===== config.mk =====
export PLATFORM = sky130hd
export DESIGN_NAME = demux_1_a_4_flat
export DESIGN_NICKNAME = d
export VERILOG_FILES = /design/src/rtl/demux_1_a_4_pkg.sv /design/src/rtl/demux_1_a_4_if.sv /design/src/rtl/demux_1_a_4_canal_salida.sv /design/src/rtl/demux_1_a_4.sv /design/src/flat_wrapper.sv
export SDC_FILE = /design/constraint.sdc
export NUM_CORES = 1
export LEC_CHECK = 0
export ABC_AREA = 1
export CAP_MARGIN = 20
export CORE_MARGIN = 5
export CORE_UTILIZATION = 49
export CTS_CLUSTER_DIAMETER = 50
export CTS_CLUSTER_SIZE = 40
export DETAILED_ROUTE_END_ITERATION = 6
export PLACE_DENSITY_LB_ADDON = 0.25
export SYNTH_ARGS = -nofsm -noshare
export SYNTH_HDL_FRONTEND = slang
export SYNTH_SLANG_ARGS = --single-unit

===== constraint.sdc =====
create_clock -name i_clk -period 2.21 [get_ports i_clk]
set_clock_uncertainty 0.2 [all_clocks]
set_input_delay 0.5525 -clock i_clk [delete_from_list [all_inputs] [get_ports i_clk]]
set_output_delay 0.5525 -clock i_clk [all_outputs]
set_load 0.03 [all_outputs]

===== src/rtl/demux_1_a_4_pkg.sv =====
// Shared constants and the destination-select helper for the 1-to-4 stream demultiplexer.
package demux_pkg;

    localparam int NUM_CANALES = 4;
    localparam int SEL_W       = 2;

    localparam logic MODO_DIRIGIDO = 1'b0;
    localparam logic MODO_RR       = 1'b1;

    // Destination channel: the internal pointer in round-robin mode, otherwise the selector.
    function automatic logic [SEL_W-1:0] destino(input logic             modo,
                                                 input logic [SEL_W-1:0] sel,
                                                 input logic [SEL_W-1:0] ptr);
        return (modo == MODO_RR) ? ptr : sel;
    endfunction

endpackage


===== src/rtl/demux_1_a_4_if.sv =====
// Stream bus of the 1-to-4 demultiplexer: one upstream input and four downstream channels.
interface demux_1_a_4_if #(parameter int n = 4);

    logic [n-1:0] i_Datos;
    logic         i_valid;
    logic         o_ready;
    logic [1:0]   i_sel;
    logic         i_modo;
    logic [1:0]   o_ptr;

    logic [n-1:0] o_Datos_0, o_Datos_1, o_Datos_2, o_Datos_3;
    logic         o_valid_0, o_valid_1, o_valid_2, o_valid_3;
    logic         i_ready_0, i_ready_1, i_ready_2, i_ready_3;

    // Environment side: drives the upstream word and the downstream ready lines.
    modport master (
        output i_Datos, i_valid, i_sel, i_modo,
        output i_ready_0, i_ready_1, i_ready_2, i_ready_3,
        input  o_ready, o_ptr,
        input  o_Datos_0, o_Datos_1, o_Datos_2, o_Datos_3,
        input  o_valid_0, o_valid_1, o_valid_2, o_valid_3
    );

    // Demultiplexer side.
    modport slave (
        input  i_Datos, i_valid, i_sel, i_modo,
        input  i_ready_0, i_ready_1, i_ready_2, i_ready_3,
        output o_ready, o_ptr,
        output o_Datos_0, o_Datos_1, o_Datos_2, o_Datos_3,
        output o_valid_0, o_valid_1, o_valid_2, o_valid_3
    );

endinterface


===== src/rtl/demux_1_a_4_canal_salida.sv =====
// One-entry holding register for a single output channel of the demultiplexer.
module canal_salida #(
    parameter int n = 4
) (
    input  logic         clk,
    input  logic         rst,
    input  logic         load,
    input  logic [n-1:0] load_datos,
    input  logic         i_ready,
    output logic         o_valid,
    output logic [n-1:0] o_Datos,
    output logic         o_acepta
);

    logic         valid_reg, valid_next;
    logic [n-1:0] datos_reg, datos_next;

    // A load in the same cycle as a drain keeps the channel full with the new word.
    always_comb begin
        valid_next = valid_reg;
        datos_next = datos_reg;
        if (load) begin
            valid_next = 1'b1;
            datos_next = load_datos;
        end else if (valid_reg && i_ready) begin
            valid_next = 1'b0;
        end
    end

    always_ff @(posedge clk) begin
        if (rst) begin
            valid_reg <= 1'b0;
            datos_reg <= '0;
        end else begin
            valid_reg <= valid_next;
            datos_reg <= datos_next;
        end
    end

    assign o_valid  = valid_reg;
    assign o_Datos  = datos_reg;
    assign o_acepta = !valid_reg || i_ready;

endmodule


===== src/rtl/demux_1_a_4.sv =====
// Registered 1-to-4 stream demultiplexer with directed or round-robin routing.
module demux_1_a_4
    import demux_pkg::*;
#(
    parameter int n = 4
) (
    input logic          i_clk,
    input logic          i_rst,
    demux_1_a_4_if.slave bus
);

    logic [SEL_W-1:0]       ptr_reg, ptr_next;
    logic [SEL_W-1:0]       destino_sel;
    logic [NUM_CANALES-1:0] ready_vec;
    logic [NUM_CANALES-1:0] acepta_vec;
    logic [NUM_CANALES-1:0] valid_vec;
    logic [NUM_CANALES-1:0] load_vec;
    logic [n-1:0]           datos_arr [NUM_CANALES];
    logic                   acepta_entrada;

    assign ready_vec = {bus.i_ready_3, bus.i_ready_2, bus.i_ready_1, bus.i_ready_0};

    assign destino_sel    = destino(bus.i_modo, bus.i_sel, ptr_reg);
    assign bus.o_ready    = acepta_vec[destino_sel];
    assign acepta_entrada = bus.i_valid && bus.o_ready;

    generate
        for (genvar gi = 0; gi < NUM_CANALES; gi++) begin : g_canal
            assign load_vec[gi] = acepta_entrada && (destino_sel == SEL_W'(gi));

            canal_salida #(.n(n)) u_canal (
                .clk        (i_clk),
                .rst        (i_rst),
                .load       (load_vec[gi]),
                .load_datos (bus.i_Datos),
                .i_ready    (ready_vec[gi]),
                .o_valid    (valid_vec[gi]),
                .o_Datos    (datos_arr[gi]),
                .o_acepta   (acepta_vec[gi])
            );
        end
    endgenerate

    // The pointer only advances on words actually accepted in round-robin mode.
    always_comb begin
        ptr_next = ptr_reg;
        if (acepta_entrada && (bus.i_modo == MODO_RR))
            ptr_next = ptr_reg + 1'b1;
    end

    always_ff @(posedge i_clk) begin
        if (i_rst)
            ptr_reg <= '0;
        else
            ptr_reg <= ptr_next;
    end

    assign bus.o_ptr = ptr_reg;

    assign bus.o_Datos_0 = datos_arr[0];
    assign bus.o_Datos_1 = datos_arr[1];
    assign bus.o_Datos_2 = datos_arr[2];
    assign bus.o_Datos_3 = datos_arr[3];

    assign bus.o_valid_0 = valid_vec[0];
    assign bus.o_valid_1 = valid_vec[1];
    assign bus.o_valid_2 = valid_vec[2];
    assign bus.o_valid_3 = valid_vec[3];

endmodule

===== src/flat_wrapper.sv =====
// flat-port wrapper written by rule: the top's interface ports become plain ports
module demux_1_a_4_flat import demux_pkg::*;
#(
    parameter int n = 4
)
  (i_clk, i_rst, bus_i_Datos, bus_i_valid, bus_i_sel, bus_i_modo, bus_i_ready_0, bus_i_ready_1, bus_i_ready_2, bus_i_ready_3, bus_o_ready, bus_o_ptr, bus_o_Datos_0, bus_o_Datos_1, bus_o_Datos_2, bus_o_Datos_3, bus_o_valid_0, bus_o_valid_1, bus_o_valid_2, bus_o_valid_3);
  demux_1_a_4_if #(.n(n)) bus_i ();
  input logic i_clk;
  input logic i_rst;
  input wire logic [$bits(bus_i.i_Datos)-1:0] bus_i_Datos;
  input wire logic [$bits(bus_i.i_valid)-1:0] bus_i_valid;
  input wire logic [$bits(bus_i.i_sel)-1:0] bus_i_sel;
  input wire logic [$bits(bus_i.i_modo)-1:0] bus_i_modo;
  input wire logic [$bits(bus_i.i_ready_0)-1:0] bus_i_ready_0;
  input wire logic [$bits(bus_i.i_ready_1)-1:0] bus_i_ready_1;
  input wire logic [$bits(bus_i.i_ready_2)-1:0] bus_i_ready_2;
  input wire logic [$bits(bus_i.i_ready_3)-1:0] bus_i_ready_3;
  output wire logic [$bits(bus_i.o_ready)-1:0] bus_o_ready;
  output wire logic [$bits(bus_i.o_ptr)-1:0] bus_o_ptr;
  output wire logic [$bits(bus_i.o_Datos_0)-1:0] bus_o_Datos_0;
  output wire logic [$bits(bus_i.o_Datos_1)-1:0] bus_o_Datos_1;
  output wire logic [$bits(bus_i.o_Datos_2)-1:0] bus_o_Datos_2;
  output wire logic [$bits(bus_i.o_Datos_3)-1:0] bus_o_Datos_3;
  output wire logic [$bits(bus_i.o_valid_0)-1:0] bus_o_valid_0;
  output wire logic [$bits(bus_i.o_valid_1)-1:0] bus_o_valid_1;
  output wire logic [$bits(bus_i.o_valid_2)-1:0] bus_o_valid_2;
  output wire logic [$bits(bus_i.o_valid_3)-1:0] bus_o_valid_3;
  assign bus_i.i_Datos = bus_i_Datos;
  assign bus_i.i_valid = bus_i_valid;
  assign bus_i.i_sel = bus_i_sel;
  assign bus_i.i_modo = bus_i_modo;
  assign bus_i.i_ready_0 = bus_i_ready_0;
  assign bus_i.i_ready_1 = bus_i_ready_1;
  assign bus_i.i_ready_2 = bus_i_ready_2;
  assign bus_i.i_ready_3 = bus_i_ready_3;
  assign bus_o_ready = bus_i.o_ready;
  assign bus_o_ptr = bus_i.o_ptr;
  assign bus_o_Datos_0 = bus_i.o_Datos_0;
  assign bus_o_Datos_1 = bus_i.o_Datos_1;
  assign bus_o_Datos_2 = bus_i.o_Datos_2;
  assign bus_o_Datos_3 = bus_i.o_Datos_3;
  assign bus_o_valid_0 = bus_i.o_valid_0;
  assign bus_o_valid_1 = bus_i.o_valid_1;
  assign bus_o_valid_2 = bus_i.o_valid_2;
  assign bus_o_valid_3 = bus_i.o_valid_3;
  demux_1_a_4 #(.n(n)) u_core (.i_clk(i_clk), .i_rst(i_rst), .bus(bus_i));
endmodule

# Word level (Yosys, flattened, before mapping)
# Index checks and enable logic that the tools add are counted.
# word_totals
regBits,22
input_bits,14
elab_cells,48
# op_classes
add_sub_neg,1
n_lt_le_gt_ge,1
eq_ne,3
muxes,11
n_reduce_logical,23
# ops
operator,count
logical AND 1 bit,10
2-to-1 mux 1 bit,9
nonzero test 2 bit,4
equality test 2 bit (second input constant),2
zero test 1 bit,4
logical OR 1 bit,4
less-than comparator 2 x 3 -> 1 bit (second input constant),1
adder 2 x 1 -> 2 bit (second input constant),1
binary-select mux 1 bit (select 2 bit),1
equality test 2 x 1 -> 1 bit (second input constant),1
zero test 2 bit,1
2-to-1 mux 2 bit,1

# Logic depth before layout (Yosys ltp)
# depth
depth_word,7
depth_mapped,10

# Hierarchy
# From an unflattened synthesis, not the netlist that was laid out.
# unflattened
hier_cells,131
area_unflattened_um2,935.9
# modules_own_cells
mod,n_inst,cells_per_inst,area_per_inst_um2,seq_area_each_um2
canal_salida,4,22,173.9,100.1
demux_1_a_4,1,43,240.2,40.0

# Least setup slack after synthesis
# OpenSTA, ideal clock, no wires.
# synth_timing
kind,in2out
from,input port bus_i_modo
to,output port bus_o_ready
arrival_ps,1155
t_required_ps,1457
path_slack_ps,302
cell_stages,6
cell_sequence,inv_2 > nand2_2 > nand2_4 > nand3_2 > nand2_2 > nor2_8
# synth_between
elab_chain_len,3
# synth_lines
element,line,source
"start, declared",flat_wrapper.sv:13,input wire logic [$bits(bus_i.i_modo)-1:0] bus_i_modo;
2-to-1 mux 2 bit,demux_1_a_4_pkg.sv:14,return (modo == MODO_RR) ? ptr : sel;
binary-select mux 1 bit (select 2 bit),demux_1_a_4.sv:24,assign bus.o_ready = acepta_vec[destino_sel];
2-to-1 mux 1 bit (implied by the code),demux_1_a_4.sv:24,
"end, declared",flat_wrapper.sv:18,output wire logic [$bits(bus_i.o_ready)-1:0] bus_o_ready;
# Every way passes these cells. The select of a mux whose other input is x is not followed.

# Worst setup path in the final report
# layout_timing
from,input port bus_i_sel[1]
to,output port bus_o_ready
# layout_between
elab_chain_len,3
# layout_lines
element,line,source
"start, declared",flat_wrapper.sv:12,input wire logic [$bits(bus_i.i_sel)-1:0] bus_i_sel;
2-to-1 mux 2 bit,demux_1_a_4_pkg.sv:14,
binary-select mux 1 bit (select 2 bit),demux_1_a_4.sv:24,
2-to-1 mux 1 bit (implied by the code),demux_1_a_4.sv:24,
# Every way passes these cells. The select of a mux whose other input is x is not followed.

==> flow_metrics.env <==
export IMPL_outcome="completed"
export IMPL_pwr_share_comb_pct=26.8
export IMPL_wl_per_cell_um=12.12
export IMPL_synth_area_mux_share_pct=0
export IMPL_cts_sinks=22
export IMPL_power_density_nw_per_um2=578.3
export IMPL_slew_headroom_pct=73.98
export IMPL_synth_edff_count=0
export IMPL_gp_congestion=0.8735
export IMPL_peakVddDrop_uv=512.3
export IMPL_cts_root_buffer="clkbuf_4"
export IMPL_die_w_um=58.86
export IMPL_syn_num_nets=181
export IMPL_dieArea_um2=3465
export IMPL_min_from="u_core.g_canal[1].u_canal.o_Datos[2]"
export IMPL_routed_wl_mm=3.030
export IMPL_grt_ovfl_total=0
export IMPL_yosysWarningCount=0
export IMPL_synth_ff_type="dfxtp_1"
export IMPL_setup_violations=0
export IMPL_synth_simple_area_share_pct=51.66
export IMPL_drive_above_1_share_pct=24.32
export IMPL_synth_common_cells="nor2_1, nand2_1, inv_1"
export IMPL_cp_arrival_ns=1.39
export IMPL_num_vias=1175
export IMPL_tritoncts="done"
export IMPL_ys_types=19
export IMPL_synth_area_per_cell_um2=7.005
export IMPL_syn2layout_area_growth_pct=50.80
export IMPL_insertion_delay_ns=0.31
export IMPL_synth_xor_area_share_pct=0
export IMPL_seqPwrFrac_pct=42.3
export IMPL_grt_pass1_vias=1172
export IMPL_cts_max_path_buffers=2
export IMPL_grt_total_usage_pct=18.91
export IMPL_power_switching_uw=302.0
export IMPL_cts_clk_slew_worst_paths_ns=0.13
export IMPL_io_buffer_count=36
export IMPL_p_leak_uw=0.0008326
export IMPL_ios=37
export IMPL_period_needed_ns=2.146
export IMPL_grt_start_max_net_pins=19
export IMPL_crit_path_start_kind="input pin"
export IMPL_ys_ff_latch=22
export IMPL_switching_share_pct=29.60
export IMPL_finalHoldViolCount=0
export IMPL_coreArea_um2=2255
export IMPL_synth_top_family_by_area="simple AND/OR/NAND/NOR gates"
export IMPL_worst_hold_path_type="register to register"
export IMPL_cts_made_buffers=3
export IMPL_total_power_uw=1020
export IMPL_regToRegStartpoint="u_core.bus.o_ptr[0]"
export IMPL_period_share_pct=97.08
export IMPL_max_freq_ghz=0.4661
export IMPL_drc=0
export IMPL_synthesis_area_um2=1170
export IMPL_cp_max_fo=3
export IMPL_async_flop_share_pct=0
export IMPL_clkPwrFrac_pct=30.9
export IMPL_end_kind="output port"
export IMPL_ant_nets=0
export IMPL_synth_top_cell_area_share_pct=37.65
export IMPL_drt_initial_drc_count=40
export IMPL_worstMarginPinSlew_ns=0.3891
export IMPL_yosys_area_share_adder_pct=0
export IMPL_grt_pass1_wl_mm=5.037
export IMPL_synth_area_top_cells="dfxtp_1, nor2_1, nand2_1, inv_1, nand2_4"
export IMPL_synth_cells=167
export IMPL_initial_core_util_pct=51.89
export IMPL_synth_most_common_cell="nor2_1"
export IMPL_cts_max_level=1
export IMPL_vias_per_cell=4.700
export IMPL_antennaDiodeCount=0
export IMPL_dieHeight_um=58.86
export IMPL_yosys_area_top_type="dfxtp_1"
export IMPL_rows=17
export IMPL_worstSetupStartpoint="bus_i_sel[1]"
export IMPL_tns_ns=0
export IMPL_cellInternalPower_uw=718.2
export IMPL_critPathKind="input pin to output port"
export IMPL_ys_seq_area_share_pct=37.65
export IMPL_slew_viol_final=0
export IMPL_dp_cells=245
export IMPL_synth_compound_area_share_pct=1.283
export IMPL_drtPass1Iterations=4
export IMPL_instances_no_fill=250
export IMPL_antenna_found_initial=0
export IMPL_cap_violations=0
export IMPL_cp_data_required_time_ns=1.46
export IMPL_nNetsFinal=237
export IMPL_hpwlAfterDp_mm=2.275
[worst max-delay path, cell delays in order]
cell and delay (ns):
dlygate4sd2_1 0.25, inv_1 0.05, nand2_1 0.05, nand2_2 0.12, nand3_2 0.11, nand2_4 0.10
nor2_8 0.03, buf_6 0.13
[flip-flops by register name, summed over array words and instances (netlist names)]
name and cells:
u_core.g_canal.u_canal.o_Datos 16, u_core.g_canal.u_canal.o_valid 4, u_core.bus.o_ptr 2
[layer usage]
metal / vias up / part of all wire (%) / GRT usage, %
li1: 622 / - / -
met1: 505 / 41 / 21.75
met2: 44 / 51 / 33.91
met3: 4 / 7.4 / 4.605
met4: 0 / 0.89 / 6.149
met5: - / 0 / 0
[logic make-up after synthesis]
logic type,count (synthesis)
DFF,22
buffers and inverters,29
AOI/OAI and AO/OA,3
and+or+nand+nor,113
[stage by stage]
stage | setup WS, ns | area, um^2 | utilization (%) | hold WS, ns
after floorplan | 0.3022 | 1170 | - | 0.4020
after global placement | -0.3271 | 1674 | 74.25 | 0.2644
after detailed placement | -0.3866 | 1674 | 74.25 | 0.2703
after CTS | 0.007423 | 1765 | 78.30 | 0.2962
after global routing | -0.0004241 | 1764 | 78.25 | 0.3187
final | 0.06445 | 1764 | 78.25 | 0.2936
[cell usage in the layout, fill, tap and decap left out, types with 2 or more instances in the layout]
| cell | count |
|---|---|
| nand4_4 | 2 |
| nor2_1 | 38 |
| inv_1 | 25 |
| nand2_4 | 7 |
| buf_4 | 17 |
| nor2_4 | 2 |
| nand4_1 | 9 |
| dlygate4sd2_1 | 5 |
| nor2_2 | 6 |
| clkbuf_4 | 3 |
| nand3_1 | 2 |
| nand2_1 | 35 |
| clkdlybuf4s50_1 | 28 |
| a21oi_1 | 3 |
| nand3_2 | 3 |
| nand3_4 | 2 |
| nand2_2 | 6 |
| dfxtp_1 | 22 |
[final timing paths]
check,cells after the start,to,slack [ns]
worst max register to register,11,u_core.g_canal[2].u_canal.o_Datos[2],0.55
worst min-delay path,2,u_core.g_canal[1].u_canal.o_Datos[2],0.29
worst max-delay path,8,bus_o_ready,0.06
worst min register to register,2,u_core.g_canal[1].u_canal.o_Datos[2],0.29
[what timing repair did]
item / 4_1_cts / 5_1_grt
gates resized for setup: 20 / 4
buffers inserted: 1 / 0
hold buffers: 0 / 0
endpoints found under the hold margin: 0 / 0
setup endpoints to repair: 1 / 1
pin swaps: 10 / 3
[area by class of cell]
| cell class | count | area (um^2) |
|---|---|---|
| Sequential cell | 22 | 440.4 |
| Inverter | 27 | 103.9 |
| Tap cell | 28 | 35.03 |
| Clock buffer | 3 | 22.52 |
| Multi-Input combinational cell | 116 | 659.4 |
| Timing Repair Buffer | 53 | 473.0 |
| Clock inverter | 1 | 30.03 |
| Fill cell | 181 | 490.5 |
[power by group through the flow]
stage	logic, uW	registers (uW)	clock network [uW]
2_1_floorplan	102	488	0
3_3_place_gp	264	440	0
3_5_place_dp	269	441	0
4_1_cts	273	432	317
5_1_grt	296	436	344
6_report	274	432	315
Power figures use the tool's default switching activity.
